**src/rtl/icache_pkg.sv**
```systemverilog
// Shared types and constants for the instruction fetch cache.
package icache_pkg;

    localparam int unsigned LINE_W         = 128;
    localparam int unsigned WORD_W         = 32;
    localparam int unsigned WORDS_PER_LINE = 4;
    localparam int unsigned ADDR_W         = 32;
    localparam int unsigned OFFS_W         = 4;

    typedef enum logic [1:0] {
        ST_IDLE    = 2'd0,
        ST_FILL    = 2'd1,
        ST_RESPOND = 2'd2
    } state_e;

    typedef logic [LINE_W-1:0] line_t;
    typedef logic [WORD_W-1:0] word_t;

    // Word 0 is the least significant 32 bits of the line.
    function automatic word_t word_sel(input line_t line, input logic [1:0] sel);
        word_t w;
        w = line[31:0];
        case (sel)
            2'd0:    w = line[31:0];
            2'd1:    w = line[63:32];
            2'd2:    w = line[95:64];
            2'd3:    w = line[127:96];
            default: w = line[31:0];
        endcase
        return w;
    endfunction

endpackage

```
**src/rtl/icache_tag_store.sv**
```systemverilog
// Direct-mapped valid/tag/data arrays with one async read port and one write port.
module icache_tag_store
    import icache_pkg::*;
#(
    parameter int unsigned NUM_LINES = 4,
    parameter int unsigned IDX_W     = 2,
    parameter int unsigned TAG_W     = 26
) (
    input  logic             clk_i,
    input  logic             rst_n_i,
    input  logic             flush_i,
    input  logic [IDX_W-1:0] rd_idx_i,
    output logic             rd_valid_c_o,
    output logic [TAG_W-1:0] rd_tag_c_o,
    output line_t            rd_line_c_o,
    input  logic             we_i,
    input  logic [IDX_W-1:0] wr_idx_i,
    input  logic [TAG_W-1:0] wr_tag_i,
    input  line_t            wr_line_i
);

    logic [NUM_LINES-1:0] valid_q;
    logic [NUM_LINES-1:0] valid_d;
    logic [TAG_W-1:0]     tag_q  [NUM_LINES];
    line_t                data_q [NUM_LINES];

    // Flush clears everything; a same-edge fill still marks its own line valid.
    always_comb begin
        valid_d = valid_q;
        if (flush_i) begin
            valid_d = '0;
        end
        if (we_i) begin
            valid_d[wr_idx_i] = 1'b1;
        end
    end

    // Valid bits are the only reset state in the store.
    always_ff @(posedge clk_i or negedge rst_n_i) begin
        if (!rst_n_i) begin
            valid_q <= '0;
        end else begin
            valid_q <= valid_d;
        end
    end

    // Tag and data arrays carry no reset.
    always_ff @(posedge clk_i) begin
        if (we_i) begin
            tag_q[wr_idx_i]  <= wr_tag_i;
            data_q[wr_idx_i] <= wr_line_i;
        end
    end

    assign rd_valid_c_o = valid_q[rd_idx_i];
    assign rd_tag_c_o   = tag_q[rd_idx_i];
    assign rd_line_c_o  = data_q[rd_idx_i];

endmodule

```
**src/rtl/inst_fetch_cache.sv**
```systemverilog
// Direct-mapped instruction cache: single-cycle hits, blocking line fill on miss.
module inst_fetch_cache
    import icache_pkg::*;
#(
    parameter int unsigned NUM_LINES   = 4,
    parameter int unsigned MEM_LATENCY = 1
) (
    input  logic        CLK,
    input  logic        RST_N,
    input  logic        pc_req,
    input  logic [31:0] PC,
    input  logic        flush,
    output logic [31:0] Instruction,
    output logic        ins_valid,
    output logic        stall,
    output logic [31:0] InsAddress,
    input  line_t       dataline
);

    localparam int unsigned IDX_W = $clog2(NUM_LINES);
    localparam int unsigned TAG_W = ADDR_W - OFFS_W - IDX_W;
    localparam int unsigned CNT_W = (MEM_LATENCY > 1) ? $clog2(MEM_LATENCY) : 1;
    localparam int unsigned PCQ_W = ADDR_W - 2;

    state_e            state_q, state_d;
    logic [CNT_W-1:0]  cnt_q, cnt_d;
    logic [PCQ_W-1:0]  pc_q, pc_d;
    word_t             ins_q, ins_d;
    logic              ins_valid_q, ins_valid_d;
    logic              stall_q, stall_d;
    logic [31:0]       addr_q, addr_d;
    word_t             fill_word_q, fill_word_d;

    logic              rd_valid_c;
    logic [TAG_W-1:0]  rd_tag_c;
    line_t             rd_line_c;
    logic              hit_c;
    logic              we_c;
    logic [IDX_W-1:0]  wr_idx_c;
    logic [TAG_W-1:0]  wr_tag_c;
    logic              pc_unused_c;

    assign pc_unused_c = ^PC[1:0];

    // pc_q holds PC[31:2]: bits [1:0] are the word select, then index, then tag.
    assign wr_idx_c = pc_q[IDX_W+1:2];
    assign wr_tag_c = pc_q[PCQ_W-1:IDX_W+2];

    icache_tag_store #(
        .NUM_LINES (NUM_LINES),
        .IDX_W     (IDX_W),
        .TAG_W     (TAG_W)
    ) u_store (
        .clk_i        (CLK),
        .rst_n_i      (RST_N),
        .flush_i      (flush),
        .rd_idx_i     (PC[IDX_W+3:4]),
        .rd_valid_c_o (rd_valid_c),
        .rd_tag_c_o   (rd_tag_c),
        .rd_line_c_o  (rd_line_c),
        .we_i         (we_c),
        .wr_idx_i     (wr_idx_c),
        .wr_tag_i     (wr_tag_c),
        .wr_line_i    (dataline)
    );

    // A same-cycle flush turns any lookup into a miss.
    assign hit_c = rd_valid_c && (rd_tag_c == PC[31:IDX_W+4]) && !flush;

    // Next-state and output logic for the fetch FSM.
    always_comb begin
        state_d     = state_q;
        cnt_d       = cnt_q;
        pc_d        = pc_q;
        ins_d       = ins_q;
        ins_valid_d = 1'b0;
        stall_d     = stall_q;
        addr_d      = addr_q;
        fill_word_d = fill_word_q;
        we_c        = 1'b0;

        case (state_q)
            ST_IDLE: begin
                stall_d = 1'b0;
                if (pc_req) begin
                    if (hit_c) begin
                        ins_d       = word_sel(rd_line_c, PC[3:2]);
                        ins_valid_d = 1'b1;
                    end else begin
                        pc_d    = PC[31:2];
                        addr_d  = {4'b0000, PC[31:4]};
                        cnt_d   = '0;
                        stall_d = 1'b1;
                        state_d = ST_FILL;
                    end
                end
            end
            ST_FILL: begin
                if (cnt_q == CNT_W'(MEM_LATENCY - 1)) begin
                    we_c        = 1'b1;
                    fill_word_d = word_sel(dataline, pc_q[1:0]);
                    state_d     = ST_RESPOND;
                end else begin
                    cnt_d = cnt_q + CNT_W'(1);
                end
            end
            ST_RESPOND: begin
                ins_d       = fill_word_q;
                ins_valid_d = 1'b1;
                stall_d     = 1'b0;
                state_d     = ST_IDLE;
            end
            default: begin
                state_d = ST_IDLE;
            end
        endcase
    end

    // State and registered outputs.
    always_ff @(posedge CLK or negedge RST_N) begin
        if (!RST_N) begin
            state_q     <= ST_IDLE;
            cnt_q       <= '0;
            pc_q        <= '0;
            ins_q       <= '0;
            ins_valid_q <= 1'b0;
            stall_q     <= 1'b0;
            addr_q      <= '0;
            fill_word_q <= '0;
        end else begin
            state_q     <= state_d;
            cnt_q       <= cnt_d;
            pc_q        <= pc_d;
            ins_q       <= ins_d;
            ins_valid_q <= ins_valid_d;
            stall_q     <= stall_d;
            addr_q      <= addr_d;
            fill_word_q <= fill_word_d;
        end
    end

    assign Instruction = ins_q;
    assign ins_valid   = ins_valid_q;
    assign stall       = stall_q;
    assign InsAddress  = addr_q;

endmodule

```
**config.mk**
```make
export PLATFORM = sky130hd
export DESIGN_NAME = inst_fetch_cache
export DESIGN_NICKNAME = d
export VERILOG_FILES = /design/src/rtl/icache_pkg.sv /design/src/rtl/icache_tag_store.sv /design/src/rtl/inst_fetch_cache.sv
export SDC_FILE = /design/constraint.sdc
export NUM_CORES = 1
export LEC_CHECK = 0
export CORE_AREA = 3 3 219 221
export DETAILED_ROUTE_END_ITERATION = 6
export DIE_AREA = 0 0 222 224
export GPL_TIMING_DRIVEN = 0
export PLACE_DENSITY = 0.88
export REMOVE_ABC_BUFFERS = 1
export SLEW_MARGIN = 20
export SYNTH_ARGS = -nofsm -noshare
export SYNTH_HDL_FRONTEND = slang
export SYNTH_SLANG_ARGS = --single-unit
```
**constraint.sdc**
```tcl
create_clock -name CLK -period 32.5 [get_ports CLK]
set_clock_uncertainty 0.05 [all_clocks]
set_input_delay 8.125 -clock CLK [delete_from_list [all_inputs] [get_ports CLK]]
set_output_delay 8.125 -clock CLK [all_outputs]
set_load 0.05 [all_outputs]
```
==> reports/metrics.yaml, run 1 <==
outcome:
  outcome: "finished, final reports clean"
synthesis:
  synth_edf_count: 616
  synth_top_area_share_pct: 64.0
  synth_area_leaders: "edfxtp_1, mux4_2, dfrtp_1"
  syn_area_per_cell_um2: 18.7
  synthesis.area_mm2: 0.0289
  synth_seq_cells: 718
  synthCells: 1547
  synth_ff_type: "edfxtp_1"
  synth.distinct_cells: 46
  yosys_warnings: 0
  synth_top_area_cell: "edfxtp_1"
  synth-seq-area-share_pct: 72.8
  async_flop_share_pct: 14.2
clock_network:
  post_cts_buffers: 0
  cts_buffers: 72
  ctsResizeCount: 0
  clk_pin_slew_worst_paths_ns: 0.06
  clock_sinks: 718
  htreeDepth: 3
  ctsHoldBuffers: 0
  insertion_delay_ns: 0.60
  clock-root-buffer: "clkbuf_16"
  clockBufferDepth: 3
  cts_tree: "yes"
floorplanning:
  core_area_mm2: 0.0464
  rows: 79
  chipHeight_um: 224
  die_area_mm2: 0.0497
  ios: 230
  start_util_pct: 62.4
  die_x_um: 222
final_layout:
  areaGrowthSynthToFinish_pct: 20.1
  fill_cells: 2466
  layout_commonest_cell: "edfxtp_1"
  post-route-cell-area_mm2: 0.0347
  multi_input_area_mm2: 0.00723
  fin_util_pct: 74.9
  mostFrequentLayoutCells: "edfxtp_1, clkdlybuf4s50_1, mux4_2, nand2_1, dfrtp_1"
  fin_nets: 1954
  seq_area_mm2: 0.0211
  drive_above_1_share_pct: 21.1
power_and_ir_drop:
  total_power_mw: 2.44
  power.leakage_nw: 11.8
  vdd_drop_max_mv: 0.0590
  p_per_area_mw_per_mm2: 70.3
critical_path:
  path_max_fanout: 67
  max_stage_delay_ns: 0.96
  worst_ep_required_time_ns: 32.92
  cp_cell_sequence: "buf_8 -> buf_16 -> mux4_2 -> xnor2_1 -> nand4_1 -> or4_2 -> buf_16 -> o31ai_4 -> buf_6 -> mux2_1"
  path_class: "in2reg"
  critPathArrivalTime_ns: 12.66
  crit_top_cell: "buf_16"
  cp-end-kind: "flip-flop"
  start_kind: "input pin"
  critPathSlowestCell: "or4_2"
timing:
  setup-tns-final_ns: 0
  rsz0062_at_grt: "no"
  timing.slew.headroom_pct: 39.3
  setup_violations: 0
  post-route-period-util_pct: 37.7
  finalHoldViolations: 0
  finalCriticalPeriod_ns: 12.24
  slew_viol_final: 0
  fmax_mhz: 81.7
  worst_slew_pin_slew_ns: 0.906
route:
  wirelength_um: 71900
  wl_per_cell_um: 29.2
  drt_iter0_drc: 1864
  drc: 0
  ant_nets: 0
  drt_first_pass_iters: 5
  dr_total_vias: 16500
  via_per_inst: 6.71
placement:
  placed_area_mm2: 0.0323
  gp_congestion: 0.721
  portBuffers: 223
  dp_hpwl_um: 42300
global_routing:
  grt_max_degree: 78
  antenna_found_initial: 7
  grt.overflow.total: 0
  grt_usage_pct: 29.2
  grt_pass1_wl_um: 108000
  grt_pass1_vias: 17400
job:
  maxCapViolCount: 0
worst_hold_path:
  min-delay-path-class: "reg2reg"
## layout make-up
type                       count  share of cell area, %
antenna                        8                 0.0577
clock buffer                  96                   5.87
clock inverter                37                  0.887
inverter                       4                 0.0505
multi-input combinational    691                   20.8
sequential                   718                   60.7
tap                          607                   2.19
timing repair buffer         303                   9.45
## cell usage after synthesis (2+ instances only)
cell        n
o41ai_1    33
a211oi_1   32
mux2_2      3
mux4_2    177
or4_1       2
xor2_1      7
dfrtp_1   102
a21o_1      4
edfxtp_1  616
nand2_1   166
nand2b_1    4
clkbuf_1   72
mux2i_1    19
buf_2      15
buf_6       5
mux2_1     28
buf_1      12
nor2_1     36
a31oi_1    64
nor2b_1    33
clkinv_1    2
inv_1       2
nand4_1    38
buf_4      33
xnor2_1    21
## cells by family (layout without fill, tap and decap cells)
kind of cell           Yosys count  in the layout  share of synthesized area [%]
AND/OR/NAND/NOR                286            286                           4.47
buffers and inverters          141            440                           2.45
multiplexers                   227            227                           15.7
AO/OA/AOI/OAI                  146            146                           3.74
flip-flops                     718            718                           72.8
other                            1             12                         0.0130
XOR/XNOR                        28             28                          0.848
## power by group
part | leakage, nW | internal (mW) | switching [mW]
clock | 1.17 | 0.481 | 0.339
combinational | 3.83 | 0.172 | 0.265
sequential | 6.79 | 1.11 | 0.0676
## metal layers
metal,routed length (um),share of wire [%],GRT usage (%),up-vias
met4,2730,3.8,12.2,4
met3,6910,9.6,7.04,208
li1,-,-,-,6733
met2,36400,51,48.3,1057
met5,26,0.036,0,-
met1,25900,36,37.9,8534
## metrics by stage
step	setup WS, ns	hold slack, ns	cells
2_1_floorplan	19.33	0.396	1413
3_3_place_gp	6.76	0.409	2243
3_5_place_dp	19.62	0.413	2323
4_1_cts	20.19	0.427	2456
5_1_grt	20.02	0.433	2460
6_report	20.26	0.428	2464
## worst paths after layout
| kind | from | to | slack, ns | depth (start not counted) |
|---|---|---|---|---|
| min in group asynchronous | RST_N | pc_q[19]$_DFFE_PN0P_ | 7.44 | 1 |
| max | PC[4] | pc_q[27]$_DFFE_PN0P_ | 20.26 | 10 |
| max reg2reg | u_store.tag_q[2][21]$_DFFE_PP_ | pc_q[27]$_DFFE_PN0P_ | 28.28 | 8 |
| min reg2reg | fill_word_q[12]$_DFFE_PN0P_ | fill_word_q[12]$_DFFE_PN0P_ | 0.43 | 2 |
| max in group asynchronous | RST_N | Instruction[20]$_DFFE_PN0P_ | 24.21 | 2 |
| min | fill_word_q[12]$_DFFE_PN0P_ | fill_word_q[12]$_DFFE_PN0P_ | 0.43 | 2 |
## worst max-delay path: cells and delay by family
| family | cells | cell delay (ns) |
|---|---|---|
| xor+xnor | 1 | 0.20 |
| simple gates | 2 | 1.17 |
| compound gates | 1 | 0.71 |
| buf+inv | 4 | 1.46 |
| mux | 2 | 0.91 |
## state kept, by name (all words and copies together), names as in the netlist
signal and count:
u_store.data_q 512, u_store.tag_q 104, Instruction 32, fill_word_q 32
pc_q 29, u_store.valid_q 4, state_q 2, InsAddress 1
ins_valid 1, stall 1
(Power assumes the default switching activity.)
==> run 2: changes to the inputs <==
--- a/config.mk
+++ b/config.mk
@@ -5,11 +5,11 @@
 export SDC_FILE = /design/constraint.sdc
 export NUM_CORES = 1
 export LEC_CHECK = 0
-export CORE_AREA = 3 3 219 221
+export CORE_AREA = 3 3 240 242
 export DETAILED_ROUTE_END_ITERATION = 6
-export DIE_AREA = 0 0 222 224
+export DIE_AREA = 0 0 243 245
 export GPL_TIMING_DRIVEN = 0
-export PLACE_DENSITY = 0.88
+export PLACE_DENSITY = 0.79
 export REMOVE_ABC_BUFFERS = 1
 export SLEW_MARGIN = 20
 export SYNTH_ARGS = -nofsm -noshare
==> constraint.sdc (replaced) <==
create_clock -name CLK -period 10.55 [get_ports CLK]
set_clock_uncertainty 0.05 [all_clocks]
set_input_delay 2.6375 -clock CLK [delete_from_list [all_inputs] [get_ports CLK]]
set_output_delay 2.6375 -clock CLK [all_outputs]
set_load 0.05 [all_outputs]
==> reports/metrics.yaml, run 2 (synthesis gave the netlist of run 1 again) <==
outcome:
  outcome: "finished, final reports clean"  # unchanged
placement:
  dp_hpwl_um: 43700  # was 42300 um
  dp.cells: 2466  # was 2323
  gp_congestion: 0.707  # was 0.721
  portBuffers: 223  # unchanged
  placed_area_mm2: 0.0326  # was 0.0323 mm2
worst_hold_path:
  min-delay-path-class: "reg2reg"  # unchanged
  whs_path_depth: 2  # unchanged
final_layout:
  layout_commonest_cell: "edfxtp_1"  # unchanged
  multi_input_area_mm2: 0.00723  # unchanged
  largestRegisters: "u_store.data_q: 512 flops, u_store.tag_q: 104 flops"  # unchanged
  fill_cells: 3777  # was 2466
  post-route-cell-area_mm2: 0.0351  # was 0.0347 mm2
  fin_nets: 1957  # was 1954
  mostFrequentLayoutCells: "edfxtp_1, clkdlybuf4s50_1, mux4_2, nand2_1, dfrtp_1"  # unchanged
  seq_area_mm2: 0.0211  # unchanged
  instances_no_fill: 2606  # was 2464
  largest_reg_flops: 512  # unchanged
  areaGrowthSynthToFinish_pct: 21.5  # was 20.1%
  drive_above_1_share_pct: 21.4  # was 21.1%
  top_register: "u_store.data_q"  # unchanged
critical_path:
  cp.buffers_inverters: 6  # was 4
  r2r_cells: 9  # was 8
  reg2reg_to: "pc_q[11]$_DFFE_PN0P_"  # was pc_q[27]$_DFFE_PN0P_
  critPathSlowestCell: "or4_2"  # unchanged
  path_delay_family: "buffers and inverters"  # unchanged
  rr_startpoint: "u_store.tag_q[3][17]$_DFFE_PP_"  # was u_store.tag_q[2][21]$_DFFE_PP_
  cp-end-kind: "flip-flop"  # unchanged
  critPathArrivalTime_ns: 7.26  # was 12.66 ns
  cp.depth: 12  # was 10
  start_kind: "input pin"  # unchanged
  worst_ep_required_time_ns: 10.97  # was 32.92 ns
  critPathLaunch: "PC[4]"  # unchanged
  max_stage_delay_ns: 1.02  # was 0.96 ns
  cp_cell_sequence: "buf_8 -> buf_16 -> buf_16 -> mux4_2 -> xnor2_1 -> nand4_1 -> or4_2 -> buf_12 -> o31ai_4 -> buf_6 -> buf_6 -> mux2_1"  # was buf_8 -> buf_16 -> mux4_2 -> xnor2_1 -> nand4_1 -> or4_2 -> buf_16 -> o31ai_4 -> buf_6 -> mux2_1
  path_max_fanout: 52  # was 67
  path_class: "in2reg"  # unchanged
  rrSetupSlack_ns: 6.32  # was 28.28 ns
  endpoint: "pc_q[11]$_DFFE_PN0P_"  # was pc_q[27]$_DFFE_PN0P_
job:
  maxCapViolCount: 0  # unchanged
power_and_ir_drop:
  vdd_drop_max_mv: 0.179  # was 0.0590 mV
  power.leakage_nw: 11.9  # was 11.8 nW
  p_per_area_mw_per_mm2: 216  # was 70.3 mW/mm2
route:
  drt_iter0_drc: 1516  # was 1864
  drc: 0  # unchanged
  wirelength_um: 69400  # was 71900 um
  dr_total_vias: 16100  # was 16500
  drt_first_pass_iters: 5  # unchanged
  ant_nets: 0  # unchanged
  wl_per_cell_um: 26.6  # was 29.2 um
  via_per_inst: 6.20  # was 6.71
timing:
  finalCriticalPeriod_ns: 6.84
  post-route-period-util_pct: 64.8
  timing.slew.headroom_pct: 43.8  # was 39.3%
  finalHoldViolations: 0  # unchanged
  hold_slack_ns: 0.427  # was 0.428 ns
  setup_violations: 0  # unchanged
  fmax_mhz: 146
  rsz0062_at_grt: "no"  # unchanged
  worst_slew_pin_slew_ns: 0.838  # was 0.906 ns
  slew_viol_final: 0  # unchanged
global_routing:
  grt_pass1_wl_um: 105000  # was 108000 um
  antenna_found_initial: 10  # was 7
  grt.overflow.total: 0  # unchanged
  grt_max_degree: 69  # was 78
  grt_usage_pct: 23.6  # was 29.2%
  grt_pass1_vias: 17100  # was 17400
floorplanning:
  rows: 86  # was 79
  chipHeight_um: 245  # was 224 um
  die_area_mm2: 0.0595  # was 0.0497 mm2
  ios: 230  # unchanged
  start_util_pct: 52.3  # was 62.4%
  core_area_mm2: 0.0553  # was 0.0464 mm2
  die_x_um: 243  # was 222 um
clock_network:
  clock-root-buffer: "clkbuf_16"  # unchanged
  clock_sinks: 718  # unchanged
  insertion_delay_ns: 0.60  # about the same
  clockBufferDepth: 3  # unchanged
  ctsResizeCount: 0  # unchanged
  clk_pin_slew_worst_paths_ns: 0.06  # about the same
  post_cts_buffers: 0  # unchanged
  cts_buffers: 73  # was 72
  ctsHoldBuffers: 0  # unchanged
  htreeDepth: 3  # unchanged
  cts_tree: "yes"  # unchanged
[run 2: area by class of cell]
type                            instances  share of cell area [%]
Multi-Input combinational cell        691                    20.6
Timing Repair Buffer                  305                    9.68
Inverter                                4                  0.0499
Clock buffer                          107                    6.24
Clock inverter                         28                   0.766
Tap cell                              748                    2.67
Sequential cell                       718                    60.0
Antenna cell                            5                  0.0356
[run 2: worst min-delay path by stage]
stage,startpoint,end
2_1_floorplan,fill_word_q[0]$_DFFE_PN0P_,fill_word_q[0]$_DFFE_PN0P_
3_3_place_gp,fill_word_q[25]$_DFFE_PN0P_,fill_word_q[25]$_DFFE_PN0P_
3_5_place_dp,fill_word_q[22]$_DFFE_PN0P_,fill_word_q[22]$_DFFE_PN0P_
4_1_cts,fill_word_q[22]$_DFFE_PN0P_,fill_word_q[22]$_DFFE_PN0P_
5_1_grt,fill_word_q[3]$_DFFE_PN0P_,fill_word_q[3]$_DFFE_PN0P_
6_report,fill_word_q[20]$_DFFE_PN0P_,fill_word_q[20]$_DFFE_PN0P_
[run 2: power by group]
group          total [mW]  internal, mW  leakage, nW  switching [mW]
Sequential           3.61          3.43         6.79           0.184
Clock                2.61          1.56         1.21            1.05
Combinational        1.35         0.538         3.87           0.809
Total                7.57          5.53         11.9            2.04
[run 2: worst min-delay path, stage by stage, from the launching register on]
cell and delay [ns]:
dfrtp_1 0.34, nand2_1 0.05, nand2_1 0.05
[run 2: through the flow]
| step | util [%] | TNS (ns) | worst slack (ns) | power (mW) |
|---|---|---|---|---|
| after floorplan | - | -690.31 | -2.62 | 4.42 |
| after global placement | 56.8 | -5205.50 | -13.15 | 5.07 |
| after detailed placement | 59.0 | 0 | 3.03 | 5.02 |
| after CTS | 63.5 | 0 | 3.65 | 7.63 |
| after global routing | 63.5 | 0 | 3.48 | 7.84 |
| final | 63.5 | 0 | 3.71 | 7.57 |
[run 2: per-layer routing]
layer	wire length, um	global-route usage [%]
met1	26300	31.0
met2	34700	38.6
met5	50	0
met4	2220	9.40
met3	6200	5.46
